$ cat src/rtl/disparity_wta.sv
// Winner-take-all disparity selector: scans NDISP Hamming costs per pixel,
// keeps the lowest and second-lowest cost, and hands the winner to the
// depth writer over a valid/ready handshake.
module disparity_wta #(
  parameter int unsigned COST_W = 32,
  parameter int unsigned NDISP  = 64,
  parameter int unsigned DISP_W = 6
) (
  input  logic              iClk,
  input  logic              iReset,
  input  logic [COST_W-1:0] iCost,
  input  logic              iValid,
  output logic              oReady,
  input  logic              iClear,
  output logic              oValid,
  input  logic              iReady,
  output logic [DISP_W-1:0] oDisp,
  output logic [COST_W-1:0] oMinCost,
  output logic [COST_W-1:0] oSecondCost
);

  localparam logic [DISP_W-1:0] LAST_IDX = DISP_W'(NDISP - 1);

  typedef enum logic {
    ACCUM = 1'b0,
    HOLD  = 1'b1
  } state_t;

  state_t            state;
  logic [DISP_W-1:0] beatIdx;
  logic [COST_W-1:0] minCost;
  logic [COST_W-1:0] secondCost;
  logic [DISP_W-1:0] bestDisp;

  logic [COST_W-1:0] nextMin;
  logic [COST_W-1:0] nextSecond;
  logic [DISP_W-1:0] nextBest;
  logic              isLast;

  // Handshake flags are pure decodes of the state register.
  assign oReady = (state == ACCUM);
  assign oValid = (state == HOLD);
  assign isLast = (beatIdx == LAST_IDX);

  // Running min/second update for the current beat; the first beat seeds it.
  always_comb begin
    nextMin    = minCost;
    nextSecond = secondCost;
    nextBest   = bestDisp;
    if (beatIdx == '0) begin
      nextMin    = iCost;
      nextSecond = '1;
      nextBest   = '0;
    end else if (iCost < minCost) begin
      nextSecond = minCost;
      nextMin    = iCost;
      nextBest   = beatIdx;
    end else if (iCost < secondCost) begin
      nextSecond = iCost;
    end
  end

  // Beat accumulation, result capture on the last beat, and result hold.
  always_ff @(posedge iClk or negedge iReset) begin
    if (!iReset) begin
      state       <= ACCUM;
      beatIdx     <= '0;
      minCost     <= '0;
      secondCost  <= '0;
      bestDisp    <= '0;
      oDisp       <= '0;
      oMinCost    <= '0;
      oSecondCost <= '0;
    end else if (iClear) begin
      state   <= ACCUM;
      beatIdx <= '0;
    end else begin
      case (state)
        ACCUM: begin
          if (iValid) begin
            minCost    <= nextMin;
            secondCost <= nextSecond;
            bestDisp   <= nextBest;
            if (isLast) begin
              oDisp       <= nextBest;
              oMinCost    <= nextMin;
              oSecondCost <= nextSecond;
              beatIdx     <= '0;
              state       <= HOLD;
            end else begin
              beatIdx <= beatIdx + DISP_W'(1);
            end
          end
        end
        HOLD: begin
          if (iReady) begin
            state <= ACCUM;
          end
        end
        default: state <= ACCUM;
      endcase
    end
  end

endmodule

$ cat config.mk
export PLATFORM = sky130hd
export DESIGN_NAME = disparity_wta
export DESIGN_NICKNAME = d
export VERILOG_FILES = /design/src/rtl/disparity_wta.sv
export SDC_FILE = /design/constraint.sdc
export NUM_CORES = 1
export LEC_CHECK = 0
export ABC_CLOCK_PERIOD_IN_PS = 4300
export CELL_PAD_IN_SITES_DETAIL_PLACEMENT = 1
export CELL_PAD_IN_SITES_GLOBAL_PLACEMENT = 2
export CORE_UTILIZATION = 38
export CTS_CLUSTER_DIAMETER = 30
export DETAILED_ROUTE_END_ITERATION = 10
export PLACE_DENSITY = 0.95
export SYNTH_ARGS = -nofsm -noshare
export SYNTH_HDL_FRONTEND = slang
export SYNTH_SLANG_ARGS = --single-unit
export TNS_END_PERCENT = 30
$ cat constraint.sdc
create_clock -name iClk -period 4.3 [get_ports iClk]
set_input_delay 0.645 -clock iClk [delete_from_list [all_inputs] [get_ports iClk]]
set_output_delay 0.645 -clock iClk [all_outputs]
set_load 0.1 [all_outputs]
==> results.toml, run 1 <==
[power]
p_seq_share_pct = 39.5
p_comb_share_pct = 23.0
swShare_pct = 31.7
power_switching_mw = 1.34
internal_power_mw = 2.88
clkPwrFrac_pct = 37.5
ir_drop_mv = 0.239
powerDensity_nw_per_um2 = 420
p_leak_nw = 4.40

[synthesis]
synth_area_leaders = "dfrtp_1, ha_1, nand2_1"
ys_top_cells_by_count = "dfrtp_1, nand2_1, inv_1"
yosysMostFrequentCell = "dfrtp_1"
yosysWarnings = 0
synthesis.area_sq_um = 8080
synth_nets = 911
syn_inst = 810
synth_top_area_share_pct = 45.5
ys.flop_type = "dfrtp_1"
synth_top_area_cell = "dfrtp_1"
synth-seq-area-share_pct = 45.5
synth_edf_count = 0
synthDistinctLibCells = 51
ys_ff_latch = 147
syn_avg_cell_area_sq_um = 9.98
async_flop_share_pct = 100

[setup_path]
crit_type = "primary input to flop"
cp.arrival_ps = 3900
crit_path_start_kind = "primary input"
rrSetupSlack_ps = 1110
end_kind = "flop"
required_ps = 4660
reg2reg_from = "minCost[17]"
reg2reg_depth = 10
timing.rr.end = "bestDisp[5]"
cp_max_fo = 46

[clocking]
clockRootBuffer = "clkbuf_16"
numClockSinks = 147
clk_path_buf_depth = 2
ctsHtreeMaxLevel = 4
hold_buffers = 0
cts_resized = 0
worstSkewPairLatency_ps = 430
cts_made_buffers = 17
postCtsSetupRepairBufs = 0
cts_tree = "yes"
path_clk_slew_ps = 60

[sta]
setup_viol = 0
post-route-min-period_ps = 3540
post-route-period-util_pct = 82.3
tightest_slew_ps = 1080
setup_tns_ps = 0
fmax_mhz = 283
grt_setup_unrepaired = "false"
maxSlewViolCount = 0
worst_clock_skew_ps = 11.0
maxSlewHeadroom_pct = 27.9
hold_viol = 0
whs_ps = 347

[route]
wl_per_cell_um = 20.4
ant_nets = 0
drt_iter0_drc = 321
routed_via_density = 5.76
drt-total-wl_mm = 24.3
dr.pass1.iters = 6
drc = 0
vias = 6853

[global_routing]
grt_use_total_pct = 23.2
grt_pass1_wl_mm = 39.6
gr-total-overflow = 0
grt_pass1_vias = 7462
antenna_found_initial = 1
grt_max_degree = 101

[cells_and_area]
drive_above_1_share_pct = 9.04
area_delta_synth_final_pct = 24.3
fill_cells = 2291
num-nets-final = 1006
final_cells = 1189

[placement]
routabilityCongestion = 0.762
io_buffers = 108
post-dp-hpwl_mm = 16.0
dp.cells = 1156

[floorplanning]
pin_count = 109
start_util_pct = 39.3
design.die.area_sq_um = 21900
die_w_um = 148
die_y_um = 148
rows = 52
coreArea_sq_um = 20600

[min_path]
min_path_type = "primary input to async pin"

[run]
drv_cap = 0

[outcome]
status = "finished, final reports clean"
state kept, by name, indices dropped and copies added, names as in the netlist:
signal,count
oValid,1
oSecondCost,32
beatIdx,6
secondCost,32
oMinCost,32
oDisp,6
bestDisp,6
minCost,32
power by group through the flow:
stage / clock network [mW] / registers [mW] / logic (mW)
floorplan: 0 / 1.63 / 0.663
global placement: 0 / 1.67 / 0.907
detailed placement: 0 / 1.68 / 0.951
CTS: 1.60 / 1.66 / 0.974
global route: 1.65 / 1.68 / 1.07
finish: 1.58 / 1.67 / 0.968
metal layers:
| metal | vias up | share of wire, % | wire, um | global-route usage [%] |
|---|---|---|---|---|
| met1 | 3499 | 44 | 10800 | 29.0 |
| met3 | 43 | 3.3 | 790 | 4.20 |
| li1 | 3147 | - | - | - |
| met2 | 164 | 50 | 12200 | 40.4 |
| met5 | - | 0 | 0 | 0 |
| met4 | 0 | 2.2 | 542 | 7.84 |
worst max-delay path: stages:
cell and delay (ps):
clkdlybuf4s50_1 520, ha_1 390, a21oi_1 240, o211ai_1 120
a221o_1 340, a2111o_1 490, or2_2 360, buf_12 210
nor2_1 340, a22o_1 210
layout make-up:
class,count,area [sq um],share of cell area [%]
multi-input cells,545,3900,38.8
clock inverters,14,186,1.86
well taps,270,338,3.36
flip-flops and latches,147,3680,36.6
repair buffers,127,1260,12.6
clock buffers,18,429,4.27
inverters,67,251,2.50
diodes,1,2.50,0.0249
how the worst max path moves through the flow:
stage	startpoint	end	slack (ps)
5_1_grt	iCost[17]	oMinCost[22]	620
3_3_place_gp	iCost[17]	bestDisp[1]	470
6_report	iCost[17]	bestDisp[5]	760
3_5_place_dp	iCost[17]	bestDisp[1]	350
2_1_floorplan	oValid	oSecondCost[10]	1220
4_1_cts	iCost[17]	oMinCost[30]	760
cell usage in the layout, fill, tap and decap left out, drive strengths merged, types with 8 or more instances in the layout:
cell type | synthesis | layout
nand3 | 41 | 41
nand2 | 130 | 130
mux2i | 32 | 32
clkdlybuf4s50 | 0 | 107
nand4 | 10 | 10
inv | 67 | 68
nor2 | 13 | 13
o221ai | 32 | 32
nor3 | 8 | 8
o211ai | 34 | 34
ha | 64 | 64
mux2 | 32 | 32
clkbuf | 25 | 18
o32ai | 32 | 32
a21oi | 63 | 63
dfrtp | 147 | 147
buf | 26 | 20
through the flow:
step | setup slack [ps] | cell area (sq um) | power, mW | util (%)
2_1_floorplan | 1220 | 8080 | 2.30 | -
3_3_place_gp | 475 | 9430 | 2.58 | 45.9
3_5_place_dp | 348 | 9430 | 2.63 | 45.9
4_1_cts | 760 | 10000 | 4.24 | 48.9
5_1_grt | 615 | 10000 | 4.41 | 48.9
6_report | 761 | 10000 | 4.22 | 48.9
kinds of logic (layout without fill, tap and decap cells):
group / count (synthesis) / in the layout / synth area share (%)
AO/OA/AOI/OAI: 201 / 201 / 17.9
XOR/XNOR: 2 / 2 / 0.217
adder cells (fa/ha/maj): 64 / 64 / 9.91
buffers and inverters: 118 / 226 / 6.50
flip-flops: 147 / 147 / 45.5
multiplexers: 64 / 64 / 8.42
other: 0 / 1 / 0
AND/OR/NAND/NOR: 214 / 214 / 11.5
Note: power is estimated with default switching activity, not from simulation.
==> run 2, diff against run 1 <==
Settings changed: ABC_CLOCK_PERIOD_IN_PS 4300 to 2840, CORE_UTILIZATION 38 to 32, PLACE_DENSITY 0.95 to 0.88.
Clock period 4.3 ns to 2.84 ns, I/O delays scaled along.
==> run 2 against run 1 <==
- the flow now finishes with violations (negative setup slack)
- first-iteration DRC count grew 7.8%
- routed wire length increased by 13%
- sequential cell count unchanged
- setup slack got worse by 790 ps
- global-route usage shrank 2.1 points
- utilization decreased by 2.9 points
- non-clock buffer count rose by 93
- sequential share of layout area fell by 4.0 points
- register-to-register slack got worse by 1100 ps
- count of clock-buffer cells in the layout rose by 4
- critical path depth increased by 1
- clock power is 63% higher
- largest cell class unchanged
==> results.toml, run 2 (synthesis gave the netlist of run 1 again) <==
[route]
wl_per_cell_um = 20.6
dr.pass1.iters = 4
routed_via_density = 5.37
drt-total-wl_mm = 27.5
drt_iter0_drc = 346
drc = 0
vias = 7171
ant_nets = 0

[floorplanning]
design.die.area_sq_um = 25900
die_y_um = 161
start_util_pct = 33.0
coreArea_sq_um = 24500
pin_count = 109
die_w_um = 161
rows = 57

[sta]
hold_viol = 0
grt_setup_unrepaired = "true"
tightest_slew_ps = 736
fmax_mhz = 349
setup_viol = 4
worst_clock_skew_ps = 9.13
worst_slack_ps = -27.3
post-route-min-period_ps = 2870
setup_tns_ps = -62.4
maxSlewHeadroom_pct = 50.9
maxSlewViolCount = 0
post-route-period-util_pct = 101

[cells_and_area]
num_antenna_cells = 0
final_cells = 1335
drive_above_1_share_pct = 31.0
num-nets-final = 1100
mostFrequentLayoutCells = "buf_4, dfrtp_1, nand2_1"
fill_cells = 2730
area_delta_synth_final_pct = 39.4
final_common_cell = "buf_4"

[setup_path]
end_kind = "flop"
cp_max_fo = 8
cp.arrival_ps = 3140
crit_path_start_kind = "primary input"
required_ps = 3120
crit_type = "primary input to flop"
reg2reg_depth = 10

[global_routing]
grt_pass1_wl_mm = 42.9
grt_pass1_vias = 7733
gr-total-overflow = 0
antenna_found_initial = 0
grt_use_total_pct = 21.2
grt_max_degree = 74

[power]
ir_drop_mv = 0.393
powerDensity_nw_per_um2 = 641
p_leak_nw = 5.22
power_mw = 7.22

[placement]
dp_slack_ps = -654
post-dp-hpwl_mm = 17.4
dp.cells = 1285
routabilityCongestion = 0.778
io_buffers = 108

[clocking]
clk_path_buf_depth = 2
hold_buffers = 0
cts_made_buffers = 17
path_clk_slew_ps = 60
worstSkewPairLatency_ps = 430
numClockSinks = 147
cts_tree = "yes"
ctsHtreeMaxLevel = 4
clockRootBuffer = "clkbuf_16"

[outcome]
status = "finished, violations left"
violations = "negative setup slack"

[min_path]
min_path_type = "primary input to async pin"

[run]
drv_cap = 0
==> run 2: changes by cell type in the layout (fill, tap and decap cells not counted), moves of 6 or more <==
cell             before  now
buf_12                3    9
o32ai_1              32   10
a21oi_1              63   53
o32ai_2               0   17
clkdlybuf4s50_1     107   21
mux2i_1              32   19
buf_6                 1    9
a21oi_2               0    9
dlygate4sd2_1         0   11
mux2i_2               0   10
buf_4                16  163
==> run 2: critical path: stages <==
cell and delay [ps]:
clkdlybuf4s50_1 560, ha_1 360, o21a_1 100, nor2_1 50
o311a_1 400, o31a_1 310, o211ai_1 80, buf_4 200
buf_6 190, mux2i_1 280, o221ai_1 180
==> run 2: metal layers <==
layer  vias up  share of wire, %  global-route usage, %
li1       3337                 -                      -
met1      3659                46                   28.0
met2       148                49                   35.1
met3        27               3.7                   4.18
met4         0               1.4                   5.96
met5         -                 0                      0
==> run 2: path summary, 6_finish.rpt <==
kind	startpoint	endpoint	slack, ps
setup / recovery	iCost[2]	oSecondCost[15]	-30
hold / removal	iReset	oMinCost[25]	20
setup reg to reg	minCost[21]	secondCost[21]	-10
hold reg to reg	oDisp[3]	oDisp[3]	480
max in group asynchronous	iReset	oMinCost[3]	2000
min in group iClk	iCost[20]	minCost[20]	420
==> run 2: power breakdown <==
part	total, mW	internal [mW]	switching, mW
Combinational	2.12	1.01	1.11
Sequential	2.52	2.30	0.221
Clock	2.57	1.65	0.927
Total	7.22	4.96	2.26
==> run 2: final cells by class <==
class                      count  area [sq um]  share of cell area (%)
clock inverter                 9           175                    1.55
multi-input combinational    546          4360                    38.7
sequential                   147          3680                    32.7
tap                          324           405                    3.60
clock buffer                  22           484                    4.30
inverter                      67           255                    2.26
timing repair buffer         220          1910                    16.9
==> run 2: metrics by stage <==
stage	area (sq um)	util (%)	hold WS (ps)
after global placement	9910	40.4	465
after floorplan	8090	-	130
after global routing	11300	45.9	70.8
after CTS	10700	43.7	52.0
after detailed placement	9910	40.4	468
final	11300	45.9	23.0
==> run 2: repair_timing <==
action,CTS,global route
resized for setup,36,79
cloned,1,2
buffers inserted,4,13
setup endpoints to repair,129,122
pin swaps,8,5
hold endpoints to repair,0,0
